$ cat src/rtl/targets_pkg.sv
// Shared types and sizes for the tracked-target slot array and its CPU loader.
// Latency: n/a (declarations only).
// Backpressure: n/a (declarations only).
package targets_pkg;

    localparam int XY_W      = 26;
    localparam int MAX_SLOTS = 32;
    localparam int SLOT_W    = 5;

    typedef enum logic [1:0] {
        ERR_OK      = 2'b00,
        ERR_FULL    = 2'b01,
        ERR_TIMEOUT = 2'b10
    } ack_err_t;

    typedef enum logic [2:0] {
        IDLE,
        SEARCH,
        WRITE,
        CONFIRM,
        RESP
    } loader_state_t;

endpackage

$ cat src/rtl/target_prio_enc.sv
// Lowest-index free-slot finder: returns the lowest i with busy[i]=0.
// Latency: purely combinational.
// Backpressure: none.
// Ports: busy (N occupancy bits) -> found (any zero present), idx (lowest zero index).
module target_prio_enc
    import targets_pkg::*;
#(
    parameter int N = 20
) (
    input  logic [N-1:0]      busy,
    output logic              found,
    output logic [SLOT_W-1:0] idx
);

    // Scan from the top down so the last hit written is the lowest index.
    always_comb begin
        found = 1'b0;
        idx   = '0;
        for (int i = N - 1; i >= 0; i--) begin
            if (!busy[i]) begin
                found = 1'b1;
                idx   = SLOT_W'(i);
            end
        end
    end

endmodule

$ cat src/rtl/target_loader.sv
// CPU-side writer: accepts a create request, picks the lowest free slot, writes it, awaits BUSY.
// Latency: handshake -> WR_XY two cycles; ACK in the same cycle as RESP (FULL: two cycles).
// Backpressure: REQ_READY only in IDLE; one request in flight, no request is dropped once accepted.
// Ports: CLK/RESET_N; REQ_* request in; BUSY from the array; EN/XY/WR/FIRE/VISIBLE_CPU to array;
//        ACK_* response pulse; FREE_CNT registered count of free slots.
module target_loader
    import targets_pkg::*;
#(
    parameter int WIDTH   = 19,
    parameter int TIMEOUT = 15
) (
    input  logic              CLK,
    input  logic              RESET_N,
    input  logic              REQ_VALID,
    output logic              REQ_READY,
    input  logic [XY_W-1:0]   REQ_XY,
    input  logic              REQ_FIRE,
    input  logic              REQ_VISIBLE,
    input  logic [WIDTH:0]    BUSY,
    output logic [WIDTH:0]    EN_CPU,
    output logic [XY_W-1:0]   XY_CPU,
    output logic              WR_XY,
    output logic              FIRE_CPU,
    output logic              VISIBLE_CPU,
    output logic              ACK_VALID,
    output logic [SLOT_W-1:0] ACK_SLOT,
    output logic [1:0]        ACK_ERR,
    output logic [5:0]        FREE_CNT
);

    localparam int N     = WIDTH + 1;
    localparam int CNT_W = (TIMEOUT > 1) ? $clog2(TIMEOUT) : 1;

    loader_state_t      state_q, state_nxt;
    logic [SLOT_W-1:0]  slot_q, slot_nxt;
    logic [CNT_W-1:0]   cnt_q, cnt_nxt;
    ack_err_t           err_nxt;
    logic               accept;
    logic [XY_W-1:0]    xy_lat;
    logic               fire_lat;
    logic               vis_lat;
    logic               enc_found;
    logic [SLOT_W-1:0]  enc_idx;
    logic               slot_hit;
    logic [5:0]         free_nxt;

    target_prio_enc #(.N(N)) u_prio_enc (
        .busy  (BUSY),
        .found (enc_found),
        .idx   (enc_idx)
    );

    // Only the slot we wrote can confirm; other BUSY bits are ignored here.
    assign slot_hit = |(BUSY & (N'(1) << slot_q));

    always_comb begin
        free_nxt = '0;
        for (int i = 0; i < N; i++) begin
            if (!BUSY[i]) free_nxt = free_nxt + 6'd1;
        end
    end

    always_comb begin
        state_nxt = state_q;
        slot_nxt  = slot_q;
        cnt_nxt   = cnt_q;
        err_nxt   = ERR_OK;
        accept    = 1'b0;
        case (state_q)
            IDLE: begin
                if (REQ_VALID && REQ_READY) begin
                    accept    = 1'b1;
                    state_nxt = SEARCH;
                end
            end
            SEARCH: begin
                if (enc_found) begin
                    slot_nxt  = enc_idx;
                    state_nxt = WRITE;
                end else begin
                    // FULL reports slot 0; a slot freed later is not retried.
                    slot_nxt  = '0;
                    err_nxt   = ERR_FULL;
                    state_nxt = RESP;
                end
            end
            WRITE: begin
                cnt_nxt   = '0;
                state_nxt = CONFIRM;
            end
            CONFIRM: begin
                // BUSY is tested before the timeout so a same-cycle confirm wins.
                if (slot_hit) begin
                    err_nxt   = ERR_OK;
                    state_nxt = RESP;
                end else if (cnt_q == CNT_W'(TIMEOUT - 1)) begin
                    err_nxt   = ERR_TIMEOUT;
                    state_nxt = RESP;
                end else begin
                    cnt_nxt = cnt_q + 1'b1;
                end
            end
            RESP: begin
                state_nxt = IDLE;
            end
            default: begin
                state_nxt = IDLE;
            end
        endcase
    end

    // Outputs are registered from the next state so they line up with the state they belong to.
    always_ff @(posedge CLK or negedge RESET_N) begin
        if (!RESET_N) begin
            state_q     <= IDLE;
            slot_q      <= '0;
            cnt_q       <= '0;
            xy_lat      <= '0;
            fire_lat    <= 1'b0;
            vis_lat     <= 1'b0;
            REQ_READY   <= 1'b0;
            EN_CPU      <= '0;
            XY_CPU      <= '0;
            WR_XY       <= 1'b0;
            FIRE_CPU    <= 1'b0;
            VISIBLE_CPU <= 1'b0;
            ACK_VALID   <= 1'b0;
            ACK_SLOT    <= '0;
            ACK_ERR     <= '0;
            FREE_CNT    <= '0;
        end else begin
            state_q   <= state_nxt;
            slot_q    <= slot_nxt;
            cnt_q     <= cnt_nxt;
            if (accept) begin
                xy_lat   <= REQ_XY;
                fire_lat <= REQ_FIRE;
                vis_lat  <= REQ_VISIBLE;
            end
            REQ_READY <= (state_nxt == IDLE);
            WR_XY     <= (state_nxt == WRITE);
            EN_CPU    <= (state_nxt == WRITE) ? (N'(1) << slot_nxt) : '0;
            if (state_nxt == WRITE) begin
                XY_CPU      <= xy_lat;
                FIRE_CPU    <= fire_lat;
                VISIBLE_CPU <= vis_lat;
            end
            ACK_VALID <= (state_nxt == RESP);
            if (state_nxt == RESP) begin
                ACK_SLOT <= slot_nxt;
                ACK_ERR  <= err_nxt;
            end
            FREE_CNT  <= free_nxt;
        end
    end

endmodule

$ cat config.mk
export PLATFORM = sky130hd
export DESIGN_NAME = target_loader
export DESIGN_NICKNAME = d
export VERILOG_FILES = /design/src/rtl/targets_pkg.sv /design/src/rtl/target_prio_enc.sv /design/src/rtl/target_loader.sv
export SDC_FILE = /design/constraint.sdc
export NUM_CORES = 1
export LEC_CHECK = 0
export BUFFER_PORTS_ARGS = -buffer_cell sky130_fd_sc_hd__buf_2
export CORE_ASPECT_RATIO = 0.7
export CORE_MARGIN = 1.5
export CORE_UTILIZATION = 30
export DETAILED_ROUTE_END_ITERATION = 6
export HOLD_SLACK_MARGIN = 0.12
export PLACE_DENSITY = 0.49
export SLEW_MARGIN = 20
export SYNTH_ARGS = -nofsm -noshare
export SYNTH_HDL_FRONTEND = slang
export SYNTH_HIERARCHICAL = 1
export SYNTH_SLANG_ARGS = --single-unit
export TNS_END_PERCENT = 5
$ cat constraint.sdc
create_clock -name CLK -period 5.6 [get_ports CLK]
set_clock_uncertainty 0.1 [all_clocks]
set_input_delay 1.12 -clock CLK [delete_from_list [all_inputs] [get_ports CLK]]
set_output_delay 1.12 -clock CLK [all_outputs]
set_load 0.01 [all_outputs]
Word-level counts from Yosys, hierarchy flattened
Cells that the tools add are included.
{"block": "totals", "inputBits": 51, "ff_bits": 104, "out_inout_bits": 64}
{"block": "op_classes", "n_eq_ne": 8, "mux": 77, "n_addsub": 20, "reduce_logical": 6, "bitwise": 1, "shift": 2}
{"op": "6-bit by 1-bit adder with 6-bit output (second input constant)", "n": 19}
{"op": "6-bit two-way mux", "n": 19}
{"op": "5-bit two-way mux", "n": 22}
{"op": "1-bit by 5-bit left shift with 20-bit output (first input constant)", "n": 2}
{"op": "1-bit two-way mux", "n": 24}
{"op": "20-bit AND", "n": 1}
{"op": "20-bit two-way mux", "n": 1}
{"op": "20-bit OR reduction", "n": 1}
{"op": "3-bit two-way mux", "n": 4}
{"op": "3-bit case mux with 4 select lines", "n": 1}
{"op": "3-bit by 2-bit == test with 1-bit output (second input constant)", "n": 3}
{"op": "4-bit two-way mux", "n": 2}
{"op": "4-bit case mux with 2 select lines", "n": 1}
{"op": "3-bit zero test", "n": 2}
{"op": "4-bit by 1-bit adder with 4-bit output (second input constant)", "n": 1}
{"op": "4-bit == test (second input constant)", "n": 1}
{"op": "2-bit two-way mux", "n": 2}
{"op": "2-bit != test (second input constant)", "n": 2}
{"op": "2-bit case mux with 2 select lines", "n": 1}
{"op": "3-bit by 1-bit == test with 1-bit output (second input constant)", "n": 1}
{"op": "3-bit == test (second input constant)", "n": 1}
{"op": "3-bit AND reduction", "n": 1}
{"op": "2-bit nonzero test", "n": 1}
{"op": "1-bit logical AND", "n": 1}

Logic depth before layout (Yosys ltp)
Gate-level depths: netlist (run 1).
{"block": "logic_depth", "word_depth": 39, "ltp_mapped": 57}

Modules after synthesis
Netlist (run 1), hierarchy kept.
{"module": "target_loader", "area_per_inst_um2": 6702.7, "cells_each": 651, "seq_area_each_um2": 2602.5, "instances": 1}
{"module": "target_prio_enc", "area_per_inst_um2": 220.2, "cells_each": 41, "seq_area_each_um2": 0.0, "instances": 1}

Worst setup path before layout (run 1)
Ideal clock, no wire load.
{"block": "synth_timing", "path_kind": "input -> register", "start": "input BUSY[0]", "end": "register FREE_CNT[4]", "stages": 57, "arrival_ns": 11.215, "setup_ns": 0.079, "path_buffers": 1, "path_slack_ns": -5.794, "required_time_ns": 5.421, "cell_sequence": "inv_1 -> ha_1 -> buf_4 -> xnor2_1 -> ha_1 -> nor2b_1 -> a211oi_1 -> a21oi_1 -> xnor2_1 -> o21ai_0 -> ha_1 -> inv_1 -> o22ai_1 -> nand2_1 -> xnor2_1 -> mux2_2 -> ha_1 -> mux2_2 -> [... 21 more ...] -> nand2_1 -> o21ai_0 -> ha_1 -> nor2b_1 -> a31o_2 -> a31o_2 -> mux2_2 -> ha_1 -> mux2_2 -> ha_1 -> mux2i_1 -> inv_1 -> ha_1 -> nand2b_1 -> nor2b_1 -> maj3_1 -> a21oi_1 -> xor2_1"}
{"block": "synth_between", "elab_chain_cells": 39}
{"item": "from (decl)", "line": "target_loader.sv:19", "source": "input logic [WIDTH:0] BUSY,"}
{"item": "1-bit two-way mux *", "line": "target_loader.sv:59", "source": "if (!BUSY[i]) free_nxt = free_nxt + 6'd1;"}
{"item": "6-bit by 1-bit adder with 6-bit output", "line": "target_loader.sv:59"}
{"item": "6-bit two-way mux *", "line": "target_loader.sv:59"}
{"item": "6-bit by 1-bit adder with 6-bit output", "line": "target_loader.sv:59"}
{"item": "6-bit two-way mux *", "line": "target_loader.sv:59"}
{"item": "6-bit by 1-bit adder with 6-bit output", "line": "target_loader.sv:59"}
{"item": "6-bit two-way mux *", "line": "target_loader.sv:59"}
{"item": "6-bit by 1-bit adder with 6-bit output", "line": "target_loader.sv:59"}
{"item": "[... 24 more ...]"}
{"item": "6-bit two-way mux *", "line": "target_loader.sv:59"}
{"item": "6-bit by 1-bit adder with 6-bit output", "line": "target_loader.sv:59"}
{"item": "6-bit two-way mux *", "line": "target_loader.sv:59"}
{"item": "6-bit by 1-bit adder with 6-bit output", "line": "target_loader.sv:59"}
{"item": "6-bit two-way mux *", "line": "target_loader.sv:59"}
{"item": "6-bit by 1-bit adder with 6-bit output", "line": "target_loader.sv:59"}
{"item": "6-bit two-way mux *", "line": "target_loader.sv:59"}
{"item": "net free_nxt[4]", "line": "target_loader.sv:45", "source": "logic [5:0] free_nxt;"}
{"item": "to (signal assigned)", "line": "target_loader.sv:153", "source": "FREE_CNT <= free_nxt;"}
{"item": "to (decl)", "line": "target_loader.sv:28", "source": "output logic [5:0] FREE_CNT"}
Mark *: on every way through the listed nets, which the timed path passes. The rest lies on a longest branch.
A chain may end at the register's enable or synchronous reset.

Final worst setup path (run 1)
{"block": "layout_timing", "start": "input BUSY[0]", "end": "register FREE_CNT[5]"}
Same word-level chain as after synthesis.

==> results of run 1 <==
-- layout make-up --
class,instances,area (sq um),share of cell area (%)
tap,312,390,3.98
sequential,104,2600,26.5
inverter,27,116,1.19
clock inverter,6,75.1,0.765
clock buffer,10,239,2.43
multi-input combinational,534,4400,44.8
timing repair buffer,302,1990,20.3
-- registers in the layout (all words and copies together), names as in the netlist, 2 cells and up --
signal    count
EN_CPU       20
cnt_q         4
ACK_SLOT      5
slot_q        5
state_q       3
FREE_CNT      6
xy_lat       26
ACK_ERR       2
XY_CPU       26
-- synth_stat cells, drive strengths merged (4+ instances only) --
cell	n
and2	4
a21oi	28
nand2b	20
o22ai	4
nor2	63
xnor2	48
mux2	67
ha	23
nand3b	6
xor2	25
nand4	11
o21ai	23
nor3	12
xor3	4
nor4	5
inv	27
mux2i	9
nor2b	19
buf	6
nor3b	4
clkbuf	21
xnor3	7
a211oi	11
nand2	54
dfrtp	104
a31oi	7
nand3	14
or3	6
-- worst paths after layout --
path | start | to | depth (start not counted)
worst max-delay path | BUSY[0] | FREE_CNT[5] | 61
worst min-delay path | xy_lat[11] | XY_CPU[11] | 1
worst max register to register | slot_q[0] | cnt_q[3] | 8
worst min register to register | xy_lat[11] | XY_CPU[11] | 1
max in group asynchronous | RESET_N | XY_CPU[24] | 2
min in group asynchronous | RESET_N | xy_lat[14] | 1
-- timing repair --
| action | CTS | global route |
|---|---|---|
| gates cloned | 0 | 0 |
| gates resized for setup | 14 | 13 |
| setup buffers | 46 | 2 |
| endpoints found under the hold margin | 0 | 0 |
| pin swaps | 25 | 7 |
| hold buffers | 0 | 0 |
| endpoints found under the setup margin | 5 | 5 |
-- layer usage --
| layer | track usage, % | part of all wire (%) | up-vias |
|---|---|---|---|
| li1 | - | - | 3029 |
| met1 | 24.1 | 54 | 2787 |
| met2 | 22.9 | 42 | 81 |
| met3 | 2.68 | 3.0 | 9 |
| met4 | 2.22 | 0.66 | 0 |
| met5 | 0 | 0 | - |
-- cells in the final DEF (no fill, tap or decap), types with 6 or more instances in the layout --
cell | synthesis | final
a211oi_1 | 9 | 8
a21oi_1 | 28 | 22
a31oi_1 | 7 | 6
buf_2 | 1 | 111
buf_4 | 2 | 190
clkbuf_16 | 0 | 9
dfrtp_1 | 104 | 104
ha_1 | 23 | 17
inv_1 | 27 | 24
mux2_2 | 67 | 62
mux2i_1 | 9 | 8
nand2_1 | 54 | 53
nand2b_1 | 20 | 19
nand3_1 | 14 | 14
nand3b_1 | 6 | 6
nand4_1 | 11 | 11
nor2_1 | 63 | 59
nor2b_1 | 18 | 15
nor3_1 | 12 | 12
o21ai_0 | 23 | 18
xnor2_1 | 43 | 37
xnor2_2 | 2 | 8
xor2_1 | 25 | 22
-- per-stage QoR --
| step | cells | hold WS, ns | setup TNS (ns) |
|---|---|---|---|
| global placement | 1231 | 0.383 | -23.85 |
| global route | 1295 | 0.415 | -24.70 |
| finish | 1295 | 0.396 | -22.63 |
| CTS | 1293 | 0.397 | -22.06 |
| floorplan | 692 | 0.374 | -22.97 |
| detailed placement | 1231 | 0.386 | -24.39 |
-- kinds of logic after synthesis --
family	synth area share (%)
buffers and inverters	3.16
and+or+nand+nor	17.2
DFF	37.6
muxes	12.5
AOI/OAI and AO/OA	11.2
xor gates and xnor gates	14.0
adders and majority gates	4.30
-- power groups by stage --
| stage | Clock, uW | Sequential (uW) | Combinational (uW) |
|---|---|---|---|
| global route | 709 | 1240 | 5210 |
| global placement | 0 | 1210 | 4300 |
| finish | 661 | 1200 | 4720 |
| CTS | 682 | 1200 | 4680 |
| floorplan | 0 | 1250 | 2570 |
| detailed placement | 0 | 1210 | 4280 |
==> flow_summary.yaml, run 1 <==
status:
  status: "finished, violations left"
  violations: "negative setup slack"
route:
  num_vias: 5906
  viasPerCell: 4.56
  drt_pass1_iterations: 4
  drt_iter0_markers: 242
  wire_per_inst_um: 14.2
  route.detailed.drc: 0
  wl_um: 18400
  antenna_left: 0
power:
  p_int_uw: 4020
  p_total_uw: 6580
  net-switching-power_uw: 2570
  p_sw_share_pct: 39.0
  pwr-share-comb_pct: 71.7
  pwr-share-clk_pct: 10.0
  power.leakage_uw: 0.00463
  p_seq_share_pct: 18.3
  powerDensity_nw_per_um2: 671
  irDropWorstVdd_v: 0.000342
placement:
  place_ws_ns: -5.12
  io_buffers: 114
  place_area_sq_um: 9010
  dp_hpwl_um: 13600
  place_congestion: 0.770
floorplanning:
  row_count: 46
  initial_core_util_pct: 30.6
  die_w_um: 185
  die_h_um: 130
  die_area_sq_um: 24000
  io_pins: 115
  core_sq_um: 22600
setup_path:
  cp.required_ns: 5.72
  slowest_stage: "or4_4"
  crit_path_frequent_cell: "buf_4"
  critPathBufInv: 40
  cp.arrival_ns: 10.56
  slowest_delay_ns: 0.51
  crit_type: "input pin to flop"
  cp_top_family: "buffers and inverters"
  worstPathMaxFanout: 4
  cp-end-kind: "flop"
  reg2reg_setup_slack_ns: 3.01
  critPathLaunchType: "input pin"
synth:
  synth_cell_types: 74
  async_flop_share_pct: 100
  synth_area_leaders: "dfrtp_1 38%, mux2_2 11%, xnor2_1 5.4%"
  yosys.area.top_type: "dfrtp_1"
  synth_edf_count: 0
  synthFlopType: "dfrtp_1"
  synth_cells: 692
  synth-seq-area-share_pct: 37.6
  synth.top_cell.area_share_pct: 37.6
  avgSynthCellArea_sq_um: 10.0
  synth-warning-count: 6
  syn_area_sq_um: 6920
  synthesis.nets: 766
  synth-seq-cells: 104
global_routing:
  grt_pass1_vias: 5807
  overflow: 0
  antenna_found_initial: 0
  grt_usage_pct: 15.6
  grt_max_degree: 63
  grt_pass1_wl_um: 30000
clock_tree:
  clock_sinks: 104
  cts.reportedPaths.clkPinSlew_ns: 0.07
  cts_root_buffer: "clkbuf_16"
  cts_tree: "done"
  cts-htree-levels: 3
  clockBufferDepth: 2
  numCtsBuffers: 9
  clk_latency_ns: 0.35
sta:
  rsz0062_at_grt: "yes"
  finalSetupViolCount: 5
  hold_violations: 0
  max_freq_mhz: 95.8
  drv_slew: 0
  slew-limit-headroom_pct: 44.9
  final.setup.worst_slack_ns: -4.84
  finalCritPeriodShare_pct: 186
  fin_crit_ns: 10.44
  worst_pin_slew_ns: 0.825
flow_run:
  maxCapViolCount: 0
final_layout:
  final_area_sq_um: 9820
  fin_nets: 1052
  drive_gt1_share_pct: 45.8
  fill_cells: 2208
  insertedDiodeCount: 0
  synthToLayoutAreaGrowth_pct: 41.8
  fin_util_pct: 43.4
min_path:
  hp-class: "flop to flop"
Note: power is estimated with default switching activity, not from simulation.
==> run 2: changes to the inputs <==
CORE_UTILIZATION = 40   (was 30)
PLACE_DENSITY = 0.61   (was 0.49)
SETUP_SLACK_MARGIN = 0.2   (was unset)
SYNTH_HIERARCHICAL = unset   (was 1)
==> run 2 against run 1 <==
Net effect:
- the run still ends with negative setup slack left
- global-route usage rose by 4.9 points
- critical path depth fell by 9
- final area shrank 2.7%
==> flow_summary.yaml, run 2 <==
sta:
  final.setup.worst_slack_ns: -3.83
  max_freq_mhz: 106
  hold_violations: 0
  fin_crit_ns: 9.43
  rsz0062_at_grt: "yes"
  finalSetupViolCount: 5
  drv_slew: 0
  finalCritPeriodShare_pct: 168
  worst_pin_slew_ns: 0.893
  slew-limit-headroom_pct: 39.9
setup_path:
  cp-end-kind: "flop"
  cp.arrival_ns: 9.58
  worstPathMaxFanout: 3
  crit_path_frequent_cell: "ha_1"
  cp.required_ns: 5.76
  reg2reg_depth: 9
  crit_type: "input pin to flop"
  slowest_delay_ns: 0.31
  critPathLaunchType: "input pin"
  slowest_stage: "ha_1"
status:
  status: "finished, violations left"
  violations: "negative setup slack"
route:
  viasPerCell: 5.07
  drt_pass1_iterations: 5
  antenna_left: 0
  wire_per_inst_um: 15.3
  route.detailed.drc: 0
  wl_um: 18200
  drt_iter0_markers: 421
  num_vias: 6013
synth:
  synth.top_cell.area_share_pct: 37.5
  synthesis.nets: 763
  synth_area_leaders: "dfrtp_1 37%, mux2_2 11%, xnor2_1 5.7%"
  synth-seq-area-share_pct: 37.5
  synth_cells: 689
  synth-seq-cells: 104
  synth_most_common_cell: "dfrtp_1"
  synth_commonest_cells: "104 x dfrtp_1, 67 x mux2_2, 62 x nor2_1"
  synth-warning-count: 0
  synthFlopType: "dfrtp_1"
  syn_area_sq_um: 6950
  yosys.area.top_type: "dfrtp_1"
  avgSynthCellArea_sq_um: 10.1
  async_flop_share_pct: 100
  synth_cell_types: 78
  synth_edf_count: 0
final_layout:
  fin_nets: 1025
  reg_top3: "XY_CPU x26, xy_lat x26, EN_CPU x20"
  seqCellArea_sq_um: 2600
  multi_input_area_sq_um: 4360
  final_area_sq_um: 9550
  fin_util_pct: 55.9
  final_cell_mix: "171 x buf_4, 111 x buf_2, 104 x dfrtp_1"
  insertedDiodeCount: 0
  fill_cells: 1513
  drive_gt1_share_pct: 45.4
  synthToLayoutAreaGrowth_pct: 37.5
  fin_cells: 1187
  layout_commonest_cell: "buf_4"
placement:
  place_ws_ns: -4.46
  dp.cells: 1150
  dp_hpwl_um: 14500
  place_area_sq_um: 8900
  io_buffers: 114
  place_congestion: 0.867
floorplanning:
  row_count: 40
  die_area_sq_um: 18200
  io_pins: 115
  die_h_um: 113
  die_w_um: 160
  core_sq_um: 17100
  initial_core_util_pct: 40.7
flow_run:
  maxCapViolCount: 0
clock_tree:
  numCtsBuffers: 9
  cts.reportedPaths.clkPinSlew_ns: 0.07
  cts-htree-levels: 3
  cts_tree: "done"
  cts_root_buffer: "clkbuf_16"
  clk_latency_ns: 0.34
  cts_hold_buf: 0
  clockBufferDepth: 2
  clock_sinks: 104
power:
  power.leakage_uw: 0.00455
  powerDensity_nw_per_um2: 659
  irDropWorstVdd_v: 0.000392
  p_total_uw: 6290
global_routing:
  grt_max_degree: 59
  antenna_found_initial: 0
  overflow: 0
  grt_pass1_vias: 6031
  grt_usage_pct: 20.5
  grt_pass1_wl_um: 30100
min_path:
  hold_depth: 2
  hp-class: "flop to flop"
## run 2: cell types whose count changed in the layout (fill, tap and decap cells not counted), sizes merged, moves of 4 or more
cell / delta
buf: -18
nand2b: -8
a211oi: -5
and2: +5
nand3: +4
o21ai: +4
xor2: -4
## run 2: layer usage
metal,up-vias,routed length [um],track usage [%]
met5,-,0,0
met4,0,259,3.99
met2,131,8390,33.4
li1,2955,-,-
met3,18,699,4.07
met1,2909,8860,28.4
## run 2: cells by family (layout without fill, tap and decap cells)
logic type      after synthesis  in the layout  share of synthesized area [%]
compound gates              118            118                           11.7
xor+xnor                     80             80                           13.1
fa+ha+maj                    24             24                           4.31
buf+inv                      57            324                           3.44
flops                       104            104                           37.5
mux                          78             78                           13.0
simple gates                228            228                           17.0
## run 2: worst paths after layout
kind | from | endpoint | slack (ns)
worst max-delay path | BUSY[1] | FREE_CNT[4] | -3.83
worst min-delay path | ACK_ERR[0] | ACK_ERR[0] | 0.40
worst max register to register | slot_q[0] | ACK_SLOT[0] | 2.45
worst min register to register | ACK_ERR[0] | ACK_ERR[0] | 0.40
max in group asynchronous | RESET_N | XY_CPU[14] | 3.58
min in group asynchronous | RESET_N | xy_lat[23] | 0.72
## run 2: repair_timing
item                                    CTS  global route
resized for setup                        19            19
buffers inserted                         15             6
endpoints found under the setup margin    5             5
pin swaps                                30            28
gates cloned                              0             0
## run 2: final cells by class
class                      instances  area share, %
clock buffer                      10           2.50
clock inverter                     6          0.773
inverter                          24           1.15
multi-input combinational        528           45.7
sequential                       104           27.3
tap                              231           3.03
timing repair buffer             284           19.6
## run 2: through the flow
| stage | TNS, ns | hold WS (ns) |
|---|---|---|
| 2_1_floorplan | -18.81 | 0.375 |
| 3_3_place_gp | -19.57 | 0.370 |
| 3_5_place_dp | -21.41 | 0.373 |
| 4_1_cts | -17.87 | 0.403 |
| 5_1_grt | -20.85 | 0.417 |
| 6_report | -18.46 | 0.398 |
## run 2: power by group
part           leakage (uW)  internal [uW]  switching [uW]  total, uW
combinational       0.00308           2430            2030       4460
sequential          0.00132           1050             149       1200
clock              0.000154            365             275        640
## run 2: critical path, delay by kind of cell
family                   cells  cell delay [ns]
AO/OA/AOI/OAI               16             2.08
XOR/XNOR                     8             1.27
adder cells (fa/ha/maj)     11             2.83
buffers and inverters        2             0.13
multiplexers                 4             0.88
AND/OR/NAND/NOR             11             1.24
==> run 3: changes to the inputs <==
CORE_MARGIN = unset   (was 1.5)
SYNTH_HIERARCHICAL = 1   (was unset)
==> run 3 against run 2 <==
Net effect:
- the flow still finishes with violations (negative setup slack)
- clock power is 5.9% lower
- clock-buffer cell count unchanged
- via count about the same
- first-iteration DRC count is 24% lower
- flip-flop and latch count unchanged
- maximum frequency is 7.5% lower
- core utilization increased by 1.1 points
- non-clock buffer count fell by 15
- sequential power about the same
- hold slack improved by 0.0040 ns
- routed wire length shrank 5.1%
- critical path type unchanged
==> flow_summary.yaml, run 3 (synthesized netlist as in run 1, its figures left out) <==
global_routing:
  grt_usage_pct: 19.8
  overflow: 0
  grt_pass1_vias: 5994
  antenna_found_initial: 0
  grt_pass1_wl_um: 29200
  grt_max_degree: 58
clock_tree:
  numCtsBuffers: 9
  clk_latency_ns: 0.33
  cts_hold_buf: 0
  clockBufferDepth: 2
  cts_tree: "done"
  cts-htree-levels: 3
  cts_root_buffer: "clkbuf_16"
  cts.reportedPaths.clkPinSlew_ns: 0.07
  clock_sinks: 104
flow_run:
  maxCapViolCount: 0
placement:
  dp_hpwl_um: 13500
  io_buffers: 114
  place_congestion: 0.833
  place_ws_ns: -5.21
final_layout:
  drive_gt1_share_pct: 43.6
  synthToLayoutAreaGrowth_pct: 37.0
  layout_commonest_cell: "buf_4"
  fill_cells: 1483
  multi_input_area_sq_um: 4430
  fin_nets: 1019
  insertedDiodeCount: 0
  final_cell_mix: "156 x buf_4, 111 x buf_2, 104 x dfrtp_1"
  reg_top3: "XY_CPU x26, xy_lat x26, EN_CPU x20"
  seqCellArea_sq_um: 2600
route:
  drt_iter0_markers: 320
  num_vias: 6015
  antenna_left: 0
  wire_per_inst_um: 14.7
  route.detailed.drc: 0
  wl_um: 17300
  drt_pass1_iterations: 5
  viasPerCell: 5.12
sta:
  hold_violations: 0
  final.setup.worst_slack_ns: -4.59
  drv_slew: 0
  finalCritPeriodShare_pct: 182
  finalSetupViolCount: 5
  fin_crit_ns: 10.19
  worst_pin_slew_ns: 0.860
  slew-limit-headroom_pct: 42.5
  max_freq_mhz: 98.2
  rsz0062_at_grt: "yes"
  finalHoldWorstSlack_ns: 0.402
min_path:
  hp-class: "flop to flop"
setup_path:
  slowest_stage: "maj3_2"
  cp-end-kind: "flop"
  cp_top_family: "adder cells"
  crit_path_frequent_cell: "ha_4"
  cp.arrival_ns: 10.35
  slowest_delay_ns: 0.30
  cp.required_ns: 5.77
  critPathLaunchType: "input pin"
  critPathBufInv: 4
  crit_type: "input pin to flop"
  worstPathMaxFanout: 3
power:
  p_int_uw: 3870
  p_sw_share_pct: 40.1
  irDropWorstVdd_v: 0.000536
  pwr-share-clk_pct: 9.3
  p_total_uw: 6470
  net-switching-power_uw: 2590
  power.leakage_uw: 0.00449
  pwr-share-comb_pct: 72.0
  p_seq_share_pct: 18.7
  powerDensity_nw_per_um2: 682
floorplanning:
  initial_core_util_pct: 41.6
  row_count: 39
  io_pins: 115
  core_sq_um: 16600
  die_area_sq_um: 17800
  die_w_um: 159
  die_h_um: 112
status:
  status: "finished, violations left"
  violations: "negative setup slack"
## run 3: changes by cell type in the layout (fill, tap and decap cells not counted), sizes merged, moves of 4 or more
cell,change
buf,-15
and2,-5
nand3,-4
a211oi,+5
nand2b,+8
xor2,+4
o21ai,-4
## run 3: final cells by class
cell class,instances,area share (%)
Timing Repair Buffer,269,18.5
Inverter,27,1.23
Multi-Input combinational cell,534,46.8
Sequential cell,104,27.4
Clock inverter,6,0.660
Clock buffer,10,2.41
Tap cell,225,2.97
## run 3: per-layer routing
metal | GRT usage [%] | share of wire, % | vias to the layer above
met3 | 2.92 | 3.6 | 6
met1 | 29.0 | 49 | 2941
met2 | 32.2 | 47 | 113
met5 | 0 | 0 | -
met4 | 2.05 | 0.32 | 0
li1 | - | - | 2955
## run 3: final timing paths
| check | startpoint | endpoint | slack, ns | cells past startpoint |
|---|---|---|---|---|
| worst max-delay path | BUSY[0] | FREE_CNT[4] | -4.59 | 57 |
| worst min-delay path | xy_lat[12] | xy_lat[12] | 0.40 | 1 |
| worst max register to register | slot_q[0] | cnt_q[3] | 3.10 | 8 |
| worst min register to register | xy_lat[12] | xy_lat[12] | 0.40 | 1 |
| max in group asynchronous | RESET_N | FREE_CNT[2] | 3.59 | 2 |
| min in group asynchronous | RESET_N | xy_lat[21] | 0.71 | 1 |
## run 3: through the flow
stage | utilization, % | std cells | TNS, ns | instance area, sq um
4_1_cts | 56.2 | 1169 | -22.43 | 9350
5_1_grt | 57.0 | 1175 | -24.25 | 9480
2_1_floorplan | - | 692 | -22.97 | 7120
3_3_place_gp | 53.6 | 1146 | -23.65 | 8920
6_report | 57.0 | 1175 | -22.27 | 9480
3_5_place_dp | 53.6 | 1146 | -25.16 | 8920
## run 3: what timing repair did
item / 4_1_cts / 5_1_grt
setup buffers: 7 / 6
pin swaps: 20 / 8
endpoints found under the hold margin: 0 / 0
setup endpoints to repair: 6 / 6
resized for setup: 17 / 13
## run 3: power by group through the flow
stage,clock [uW],combinational [uW],sequential [uW]
5_1_grt,649,5110,1240
4_1_cts,619,4480,1210
3_5_place_dp,0,4250,1220
3_3_place_gp,0,4110,1200
2_1_floorplan,0,2570,1250
6_report,602,4660,1210
## run 3: worst reg2reg max path, cell delays in order (launching register included)
cell and delay (ns):
dfrtp_1 0.61, mux4_2 0.56, nand2_1 0.07, a32oi_1 0.05, a21oi_1 0.29, and3_1 0.32, nand4_1 0.14, xor2_1 0.16
a21oi_1 0.13
